===== src/rtl/irq_priority_encoder_if.sv =====
// rtl/irq_priority_encoder_if.sv - grant handshake bundle for the irq priority encoder
interface irq_priority_encoder_if #(
    parameter int IDX_W = 4
);
    logic             grant_valid;
    logic [IDX_W-1:0] grant_idx;
    logic             grant_ready;

    modport master (output grant_valid, output grant_idx, input grant_ready);
    modport slave  (input grant_valid, input grant_idx, output grant_ready);
endinterface


===== src/rtl/irq_priority_encoder.sv =====
// rtl/irq_priority_encoder.sv - registered priority encoder with pending latches and grant handshake
module irq_priority_encoder #(
    parameter int N         = 16,
    parameter int IDX_W     = 4,
    parameter bit EDGE_MODE = 1'b1,
    parameter bit PRIO_HIGH = 1'b0
) (
    input  logic                          clk,
    input  logic                          rst_n,
    input  logic [N-1:0]                  req_in,
    input  logic [N-1:0]                  mask,
    input  logic                          clear,
    irq_priority_encoder_if.master        grant,
    output logic [N-1:0]                  pending,
    output logic                          multi
);

    typedef enum logic {IDLE, OFFER} state_t;

    state_t           state, state_next;
    logic [N-1:0]     cand;
    logic [IDX_W-1:0] sel;
    logic             load_idx;
    logic             ack;
    logic [N-1:0]     ack_vec;

    assign cand    = pending & ~mask;
    assign ack_vec = ack ? (N'(1) << grant.grant_idx) : '0;

    always_comb begin
        sel = '0;
        for (int i = 0; i < N; i++) begin
            if (PRIO_HIGH) begin
                if (cand[i]) sel = IDX_W'(i);
            end else begin
                if (cand[N-1-i]) sel = IDX_W'(N - 1 - i);
            end
        end
    end

    always_comb begin
        state_next = state;
        load_idx   = 1'b0;
        ack        = 1'b0;
        case (state)
            IDLE: begin
                if (!clear && (cand != '0)) begin
                    state_next = OFFER;
                    load_idx   = 1'b1;
                end
            end
            OFFER: begin
                // clear wins over the handshake so a flushed offer never acks
                if (clear) begin
                    state_next = IDLE;
                end else if (grant.grant_ready) begin
                    state_next = IDLE;
                    ack        = 1'b1;
                end
            end
            default: state_next = IDLE;
        endcase
    end

    always_ff @(posedge clk or negedge rst_n) begin
        if (!rst_n) begin
            state           <= IDLE;
            grant.grant_idx <= '0;
            multi           <= 1'b0;
        end else begin
            state <= state_next;
            multi <= ((cand & (cand - N'(1))) != '0);
            if (load_idx) grant.grant_idx <= sel;
        end
    end

    assign grant.grant_valid = (state == OFFER);

    generate
        if (EDGE_MODE) begin : g_edge
            logic [N-1:0] req_q;
            logic [N-1:0] set_vec;

            assign set_vec = req_in & ~req_q;

            // a fresh edge outranks the ack of the same line, so it is never dropped
            always_ff @(posedge clk or negedge rst_n) begin
                if (!rst_n) begin
                    req_q   <= '0;
                    pending <= '0;
                end else begin
                    req_q   <= req_in;
                    pending <= clear ? '0 : ((pending & ~ack_vec) | set_vec);
                end
            end
        end else begin : g_level
            always_ff @(posedge clk or negedge rst_n) begin
                if (!rst_n) pending <= '0;
                else        pending <= clear ? '0 : req_in;
            end
        end
    endgenerate

endmodule


===== src/flat_wrapper.sv =====
// flat-port wrapper written by rule: the top's interface ports become plain ports
module irq_priority_encoder_flat 
#(
    parameter int N         = 16,
    parameter int IDX_W     = 4,
    parameter bit EDGE_MODE = 1'b1,
    parameter bit PRIO_HIGH = 1'b0
)
  (clk, rst_n, req_in, mask, clear, pending, multi, grant_grant_valid, grant_grant_idx, grant_grant_ready);
  irq_priority_encoder_if #(.IDX_W(IDX_W)) grant_i ();
  input  logic clk;
  input  logic rst_n;
  input  logic [N-1:0] req_in;
  input  logic [N-1:0] mask;
  input  logic clear;
  output logic [N-1:0] pending;
  output logic multi;
  output wire logic [$bits(grant_i.grant_valid)-1:0] grant_grant_valid;
  output wire logic [$bits(grant_i.grant_idx)-1:0] grant_grant_idx;
  input wire logic [$bits(grant_i.grant_ready)-1:0] grant_grant_ready;
  assign grant_grant_valid = grant_i.grant_valid;
  assign grant_grant_idx = grant_i.grant_idx;
  assign grant_i.grant_ready = grant_grant_ready;
  irq_priority_encoder #(.N(N), .IDX_W(IDX_W), .EDGE_MODE(EDGE_MODE), .PRIO_HIGH(PRIO_HIGH)) u_core (.clk(clk), .rst_n(rst_n), .req_in(req_in), .mask(mask), .clear(clear), .grant(grant_i), .pending(pending), .multi(multi));
endmodule

===== config.mk =====
export PLATFORM = sky130hd
export DESIGN_NAME = irq_priority_encoder_flat
export DESIGN_NICKNAME = d
export VERILOG_FILES = /design/src/rtl/irq_priority_encoder_if.sv /design/src/rtl/irq_priority_encoder.sv /design/src/flat_wrapper.sv
export SDC_FILE = /design/constraint.sdc
export NUM_CORES = 1
export LEC_CHECK = 0
export ABC_AREA = 1
export BUFFER_PORTS_ARGS = -buffer_cell sky130_fd_sc_hd__buf_4
export CORE_MARGIN = 3
export CORE_UTILIZATION = 50
export DETAILED_ROUTE_END_ITERATION = 8
export HOLD_SLACK_MARGIN = 0.1
export PLACE_DENSITY = 0.78
export REMOVE_ABC_BUFFERS = 1
export SYNTH_ARGS = -nofsm -noshare
export SYNTH_HDL_FRONTEND = slang
export SYNTH_SLANG_ARGS = --single-unit
export TNS_END_PERCENT = 10

===== constraint.sdc =====
create_clock -name clk -period 2.1 [get_ports clk]
set_input_delay 0.315 -clock clk [delete_from_list [all_inputs] [get_ports clk]]
set_output_delay 0.315 -clock clk [all_outputs]
set_load 0.05 [all_outputs]

# ---- After elaboration in Yosys (flattened, before gate mapping)
# Cells that the tools add are included.
dict set report classes {
  bitwise_logic 9
  shifts 1
  mux 26
  n_addsub 1
  reduce_logical 4
}
# cell count
set op_table {}
lappend op_table {{$and 16x16->16} 4}
lappend op_table {{$mux 4} 16}
lappend op_table {{$not 16->16} 3}
lappend op_table {{$mux 16} 2}
lappend op_table {{$reduce_bool 16->1} 2}
lappend op_table {{$or 16x16->16} 1}
lappend op_table {{$shl 1x4->16 const A} 1}
lappend op_table {{$sub 16x1->16 const B} 1}
lappend op_table {{$mux 1} 7}
lappend op_table {{$pmux 1 s2} 1}
lappend op_table {{$logic_and 1x1->1} 1}
lappend op_table {{$logic_not 1->1} 1}
lappend op_table {{$not 1->1} 1}
dict set report totals {
  wordCells 46
  input_bits 36
  out_inout_bits 22
  reg_bits 38
}

# ---- Logic depth before layout (Yosys ltp)
# Gate-level depths: netlist of run 1.
dict set report logic_depth {
  ltp_word 18
  depth_mapped 18
  ltp_nobuf 18
}

# ---- Worst setup path before layout of run 1
# No wires, ideal clock.
dict set report synth_path {
  path_type {register -> register}
  startpoint {register u_core.pending[12]}
  endpoint {register u_core.grant.grant_idx[0]}
  t_required_ps 1982
  n_path_buf 0
  setup_slack_ps 410
  arrival_ps 1572
  path_stages_with_launch 17
  period_less_slack_ps 1690
  cell_sequence {dfrtp_1 -> inv_1 -> or2_4 -> nand2_1 -> nand2_1 -> nand2_1 -> nand2_1 -> nand2_1 -> nand2_1 -> nand2_1 -> nand2_1 -> nand2_1 -> nand2_1 -> nand2_1 -> nand2_1 -> nand2_1 -> nand2_1}
}
dict set report synth_via {
  elab_chain_cells 14
}
# element line
set synth_lines {}
lappend synth_lines {{from (decl)} irq_priority_encoder.sv:14} ;# output logic [N-1:0] pending,
lappend synth_lines {{from (signal assigned)} irq_priority_encoder.sv:93} ;# pending <= clear ? '0 : ((pending & ~ack_vec) | set_vec);
lappend synth_lines {{$and 16x16->16 (*)} irq_priority_encoder.sv:27} ;# assign cand = pending & ~mask;
lappend synth_lines {{$mux 4 (13 in a row)} irq_priority_encoder.sv:36} ;# if (cand[N-1-i]) sel = IDX_W'(N - 1 - i);
lappend synth_lines {{to (signal assigned)} irq_priority_encoder.sv:73} ;# if (load_idx) grant.grant_idx <= sel;
lappend synth_lines {{to (decl)} irq_priority_encoder_if.sv:9} ;# modport master (output grant_valid, output grant_idx, input grant_ready);
# Mark *: on every way between the ends. The rest lies on a longest branch, timed or not.
# A chain may end at the register's enable or synchronous reset.

# ---- Worst setup path in the final report of run 1
dict set report layout_path {
  startpoint {register u_core.pending[1]}
  endpoint {register u_core.multi}
}
dict set report layout_via {
  elab_chain_cells 4
}
# element line
set layout_lines {}
lappend layout_lines {{$and 16x16->16 (*)} irq_priority_encoder.sv:27}
lappend layout_lines {{$sub 16x1->16} irq_priority_encoder.sv:72} ;# multi <= ((cand & (cand - N'(1))) != '0);
lappend layout_lines {{$and 16x16->16 (*)} irq_priority_encoder.sv:72}
lappend layout_lines {{$reduce_bool 16->1 (*)} irq_priority_encoder.sv:72}
lappend layout_lines {{to (signal assigned)} irq_priority_encoder.sv:72}
lappend layout_lines {{to (decl)} irq_priority_encoder.sv:15} ;# output logic multi
# Marks and branches as above.

==> results of run 1 <==
==> state kept, by name, summed over array words and instances (netlist names) <==
register and flops:
u_core.multi 1, u_core.grant.grant_valid 1, u_core.grant.grant_idx 4, u_core.pending 16, u_core.g_edge.req_q 16
==> logic make-up (layout without fill, tap and decap cells) <==
logic type / after synthesis / count (layout) / synth area share
compound gates: 52 / 52 / 0.1595
flops: 38 / 38 / 0.5135
buf+inv: 45 / 109 / 0.09122
simple gates: 90 / 90 / 0.2358
==> layer usage <==
layer	GRT usage	up-vias
met1	0.2820	770
met2	0.3453	37
met5	0	-
li1	-	842
met3	0.04722	7
met4	0.08354	0
==> worst max-delay path, stage by stage, from the launching register on <==
cell	delay [ns]
dfrtp_1	0.42
nand2_4	0.10
nand2_2	0.08
nor2_4	0.16
inv_2	0.08
nor2_8	0.12
inv_2	0.07
o21bai_2	0.10
nand2_1	0.06
nand2_1	0.06
nand2_1	0.05
o21ai_1	0.07
nand4_1	0.10
==> path summary, 6_finish.rpt <==
| check | startpoint | to | slack [ns] |
|---|---|---|---|
| worst max register to register | u_core.pending[1]$_DFF_PN0_ | u_core.multi$_DFF_PN0_ | 0.54 |
| min in group asynchronous | rst_n | u_core.g_edge.req_q[15]$_DFF_PN0_ | 0.50 |
| max in group asynchronous | rst_n | u_core.g_edge.req_q[13]$_DFF_PN0_ | 1.24 |
| worst min-delay path | req_in[15] | u_core.g_edge.req_q[15]$_DFF_PN0_ | 0.13 |
| worst max-delay path | u_core.pending[1]$_DFF_PN0_ | u_core.multi$_DFF_PN0_ | 0.54 |
| worst min register to register | u_core.g_edge.req_q[8]$_DFF_PN0_ | u_core.pending[8]$_DFF_PN0_ | 0.49 |
==> power breakdown <==
part	leakage [nW]	internal, mW	switching [mW]
sequential	0.470	0.802	0.0698
combinational	0.803	0.208	0.433
clock	0.0482	0.265	0.260
==> layout by cell type, fill, tap and decap left out, drive strengths merged, types with 2 or more instances in the layout <==
cell     n
nand2   68
buf     57
inv     43
dfrtp   38
o21ai   22
a21oi   19
nand3   10
nor2     8
clkbuf   7
o22ai    2
nor3     2
o31ai    2
==> metrics by stage <==
step | setup WS [ns] | total power, mW
final | 0.5432 | 2.037
after global routing | 0.3914 | 2.133
after CTS | 0.5564 | 2.040
after detailed placement | 0.5370 | 1.522
after global placement | 0.5621 | 1.515
after floorplan | 0.4100 | 1.291
==> layout make-up <==
cell class | count | area (um2)
Multi-Input combinational cell | 142 | 732.0
Inverter | 43 | 161.4
Timing Repair Buffer | 58 | 437.9
Clock buffer | 7 | 86.33
Fill cell | 289 | 1011
Sequential cell | 38 | 950.9
Clock inverter | 1 | 5.005
Tap cell | 46 | 57.56
==> results.yml, run 1 <==
sta:
  finalCriticalPeriod_ns: 1.557
  setup_viol: 0
  hold_slack_ns: 0.1269
  finalCritPeriodShare: 0.7413
  rsz0062_at_grt: "false"
  worst_pin_slew_ns: 0.4774
  slew_violations: 0
  worst_clock_skew_ns: 0.01098
  max_slew_margin: 0.6817
  hold_violations: 0
  setup_tns_ns: 0
  fmax_mhz: 642.3
synthesis:
  synth-edff-count: 0
  synth-seq-cells: 38
  yosysTopAreaCellShare: 0.5135
  syn_inst: 225
  yosys.area.top_type: "dfrtp_1"
  synthDistinctLibCells: 28
  syn_area_mm2: 0.001852
  async_flop_share: 1.000
  synthFlopType: "dfrtp_1"
  synthTopCellsByCount: "56 x nand2_1, 40 x inv_1, 38 x dfrtp_1"
  synth.most_common_cell: "nand2_1"
  syn_area_per_cell_um2: 8.230
  yosys_warnings: 0
  synth_area_leaders: "dfrtp_1 51%, nand2_1 11%, inv_1 8.1%, a21oi_1 5.1%, o21ai_0 5.1%"
  yosysSeqAreaShare: 0.5135
hold_path:
  hp-class: "in2reg"
  min_delay_path_depth: 1
cells_and_area:
  area_growth_pct: 31.28
  final_area_mm2: 0.002431
  drive_gt1_frac: 0.2976
  instances_no_fill: 335
  fin_util: 0.7063
  fin_nets: 324
  antenna_cells: 0
placement:
  place_congestion: 0.9156
  dpl_cell_area_mm2: 0.002330
  hpwl_um: 3257
  io_buffer_count: 57
  dp.cells: 326
worst_setup_path:
  cp_max_fo: 5
  cp-end-kind: "flip-flop"
  r2r_cells: 12
  required_ns: 2.28
  critPathKind: "reg2reg"
  critPathLaunchType: "flip-flop"
  arrival_ns: 1.74
cts:
  cts_setup_buffers: 0
  cts_buffers: 5
  clkSlewWorstSetupHoldPaths_ns: 0.08
  cts_tree: "built"
  post_cts_resized: 0
  clockBufferDepth: 2
  cts_sinks: 38
  cts-hold-fix-buffers: 1
  ctsHtreeMaxLevel: 2
  cts_root_buf: "clkbuf_8"
  clkLatencyLatePin_ns: 0.30
global_route:
  grt.overflow.total: 0
  grt_max_degree: 39
  grt_pass1_wl_um: 7051
  grt_util_all_layers: 0.2152
  antenna_found_initial: 0
  grt_pass1_vias: 1572
drt:
  wl_met2_um: 2187
  wire_per_inst_um: 13.08
  vias: 1656
  drc: 0
  wl_met1_um: 1936
  ant_nets: 0
  met3WireLength_um: 188
  drt_iter0_markers: 58
  dr.pass1.iters: 4
  route.top_layer_used: "met4"
  vias_per_cell: 4.943
  wl_um: 4382
outcome:
  status: "finished clean"
floorplan:
  core_mm2: 0.003442
  initial_core_util: 0.5380
  boundaryPins: 58
  die_h_um: 66.86
  die_area_mm2: 0.004470
  num_rows: 21
  die_w_um: 66.86
power:
  power_leakage_nw: 1.321
  vdd_drop_max_uv: 563.0
  power_density_mw_per_mm2: 838.1
job:
  maxCapViolCount: 0
(Power assumes the default switching activity.)
==> run 2, diff against run 1 <==
Settings changed: ABC_AREA 1 to 0, CORE_UTILIZATION 50 to 45, PLACE_DENSITY 0.78 to 0.75.
Clock period 2.1 ns to 1.3 ns, I/O delays scaled along.
==> results.yml, run 2 <==
outcome:
  violations: "setup timing"
  status: "finished with violations"
worst_setup_path:
  critical_path.cell_chain: "nor2b_2, nor4_4, nand2_1, o21a_4, mux2_4"
  arrival_ns: 1.82
  cp-end-kind: "flip-flop"
  slowest_delay_ns: 0.38
  critPathLaunchType: "flip-flop"
  required_ns: 1.48
  critPathKind: "reg2reg"
  crit_path_top_delay_cell: "dfrtp_1"
  cp_max_fo: 4
drt:
  vias_per_cell: 5.371
  ant_nets: 0
  drc: 0
  vias: 1939
  wire_per_inst_um: 16.34
  drt_iter0_markers: 159
  wl_um: 5898
  dr.pass1.iters: 4
cts:
  clockBufferDepth: 2
  cts_tree: "built"
  cts_buffers: 5
  clkSlewWorstSetupHoldPaths_ns: 0.08
  cts_root_buf: "clkbuf_8"
  clkLatencyLatePin_ns: 0.30
  ctsHtreeMaxLevel: 2
  cts_sinks: 38
job:
  maxCapViolCount: 0
cells_and_area:
  final_common_cell: "buf_4"
  fill_cells: 245
  largestRegisters: "u_core.g_edge.req_q: 16 flops, u_core.pending: 16 flops, u_core.grant.grant_idx: 4 flops"
  drive_gt1_frac: 0.4409
  fin_nets: 348
  mostFrequentLayoutCells: "108 x buf_4, 38 x dfrtp_1, 27 x nand2b_1"
  area_growth_pct: 64.24
  antenna_cells: 0
synthesis:
  synthFlopType: "dfrtp_1"
  synth-edff-count: 0
  async_flop_share: 1.000
  synthTopCellsByCount: "38 x dfrtp_1, 27 x nand2b_1, 22 x a21oi_1"
  yosys.area.top_type: "dfrtp_1"
  syn_area_mm2: 0.001837
  synth_area_leaders: "dfrtp_1 52%, nand2b_1 9.2%, a21oi_1 6.0%, o21ai_0 4.9%, nand2_1 2.5%"
  yosys_warnings: 0
  syn_inst: 181
  synthDistinctLibCells: 38
  yosysTopAreaCellShare: 0.5177
  yosysSeqAreaShare: 0.5177
  syn_area_per_cell_um2: 10.15
  synth.most_common_cell: "dfrtp_1"
  synth-seq-cells: 38
global_route:
  grt_max_degree: 39
  grt_pass1_wl_um: 9480
  antenna_found_initial: 0
  grt_util_all_layers: 0.2498
  grt_pass1_vias: 2000
  grt.overflow.total: 0
sta:
  hold_violations: 0
  fmax_mhz: 611.1
  worst_slack_ns: -0.3363
  slew_violations: 0
  finalCritPeriodShare: 1.259
  finalCriticalPeriod_ns: 1.636
  hold_slack_ns: 0.2353
  worst_pin_slew_ns: 0.4824
  rsz0062_at_grt: "true"
  max_slew_margin: 0.6784
  worst_clock_skew_ns: 0.005453
  setup_viol: 7
hold_path:
  hp-class: "in2reg"
power:
  clock_power_share: 0.226
  vdd_drop_max_uv: 724.7
  seq_power_share: 0.383
  power_leakage_nw: 1.426
  swShare: 0.3687
  combPwrFrac: 0.391
  power_density_mw_per_mm2: 1181
  p_int_mw: 2.250
  total_power_mw: 3.563
  power_switching_mw: 1.314
floorplan:
  die_w_um: 69.89
  num_rows: 22
  core_mm2: 0.003799
  initial_core_util: 0.4835
  die_area_mm2: 0.004885
  die_h_um: 69.89
  boundaryPins: 58
placement:
  io_buffer_count: 57
  place_congestion: 0.8750
  hpwl_um: 4121
## run 2: what timing repair did
action	in CTS	in global routing
hold endpoints to repair	54	0
buffers inserted	1	2
pin swaps	7	7
resized for setup	4	17
setup endpoints to repair	6	21
hold buffers	17	0
## run 2: power groups by stage
stage / clock network [mW] / registers (mW) / logic, mW
floorplan: 0 / 1.72 / 0.337
global placement: 0 / 1.38 / 1.25
detailed placement: 0 / 1.38 / 1.27
CTS: 0.826 / 1.36 / 1.34
global route: 0.890 / 1.38 / 1.48
finish: 0.805 / 1.37 / 1.39
## run 2: stage by stage
step	util	cells	setup TNS, ns	setup WS, ns	area (um2)
after global routing	0.7941	361	-2.363	-0.4311	3017
final	0.7941	361	-1.610	-0.3363	3017
after floorplan	-	179	-4.394	-0.5876	1826
after detailed placement	0.7059	333	-1.608	-0.3419	2681
after CTS	0.7813	359	-1.526	-0.3335	2968
after global placement	0.7059	333	-1.388	-0.3086	2681
## run 2: layout make-up
cell class	instances	area, um2	area share
clock buffer	5	68.82	0.02281
clock inverter	3	21.27	0.007051
inverter	5	18.77	0.006221
multi-input combinational	136	904.6	0.2999
sequential	38	950.9	0.3152
tap	48	60.06	0.01991
timing repair buffer	126	992.2	0.3289
## run 2: cells by family (layout without fill, tap and decap cells)
family,count (synthesis),after routing,synth area share
AO/OA/AOI/OAI,59,59,0.1853
adder cells (fa/ha/maj),1,1,0.005450
buffers and inverters,7,139,0.01635
flip-flops,38,38,0.5177
multiplexers,1,1,0.008172
AND/OR/NAND/NOR,75,75,0.2670
## run 2: layer usage
metal	GRT usage	vias to the layer above	wire (um)
met4	0.1085	0	226
met5	0	-	0
met3	0.05755	21	368
li1	-	904	-
met1	0.3033	931	2257
met2	0.4229	83	3047
## run 2: final timing paths
path	from	end	slack (ns)	cells after the start
max	u_core.pending[13]$_DFF_PN0_	u_core.grant.grant_idx[2]$_DFFE_PN0P_	-0.34	5
min	clear	u_core.pending[12]$_DFF_PN0_	0.24	3
max reg2reg	u_core.pending[13]$_DFF_PN0_	u_core.grant.grant_idx[2]$_DFFE_PN0P_	-0.34	5
min reg2reg	u_core.g_edge.req_q[5]$_DFF_PN0_	u_core.pending[5]$_DFF_PN0_	0.49	2
max in group asynchronous	rst_n	u_core.pending[3]$_DFF_PN0_	0.56	2
min in group asynchronous	rst_n	u_core.g_edge.req_q[2]$_DFF_PN0_	0.40	2
## run 2: worst max-delay path: cells and delay by family, from the launching register on
kind	cells	cell delay [ns]
multiplexers	1	0.29
flip-flops	1	0.38
AO/OA/AOI/OAI	1	0.25
AND/OR/NAND/NOR	3	0.60
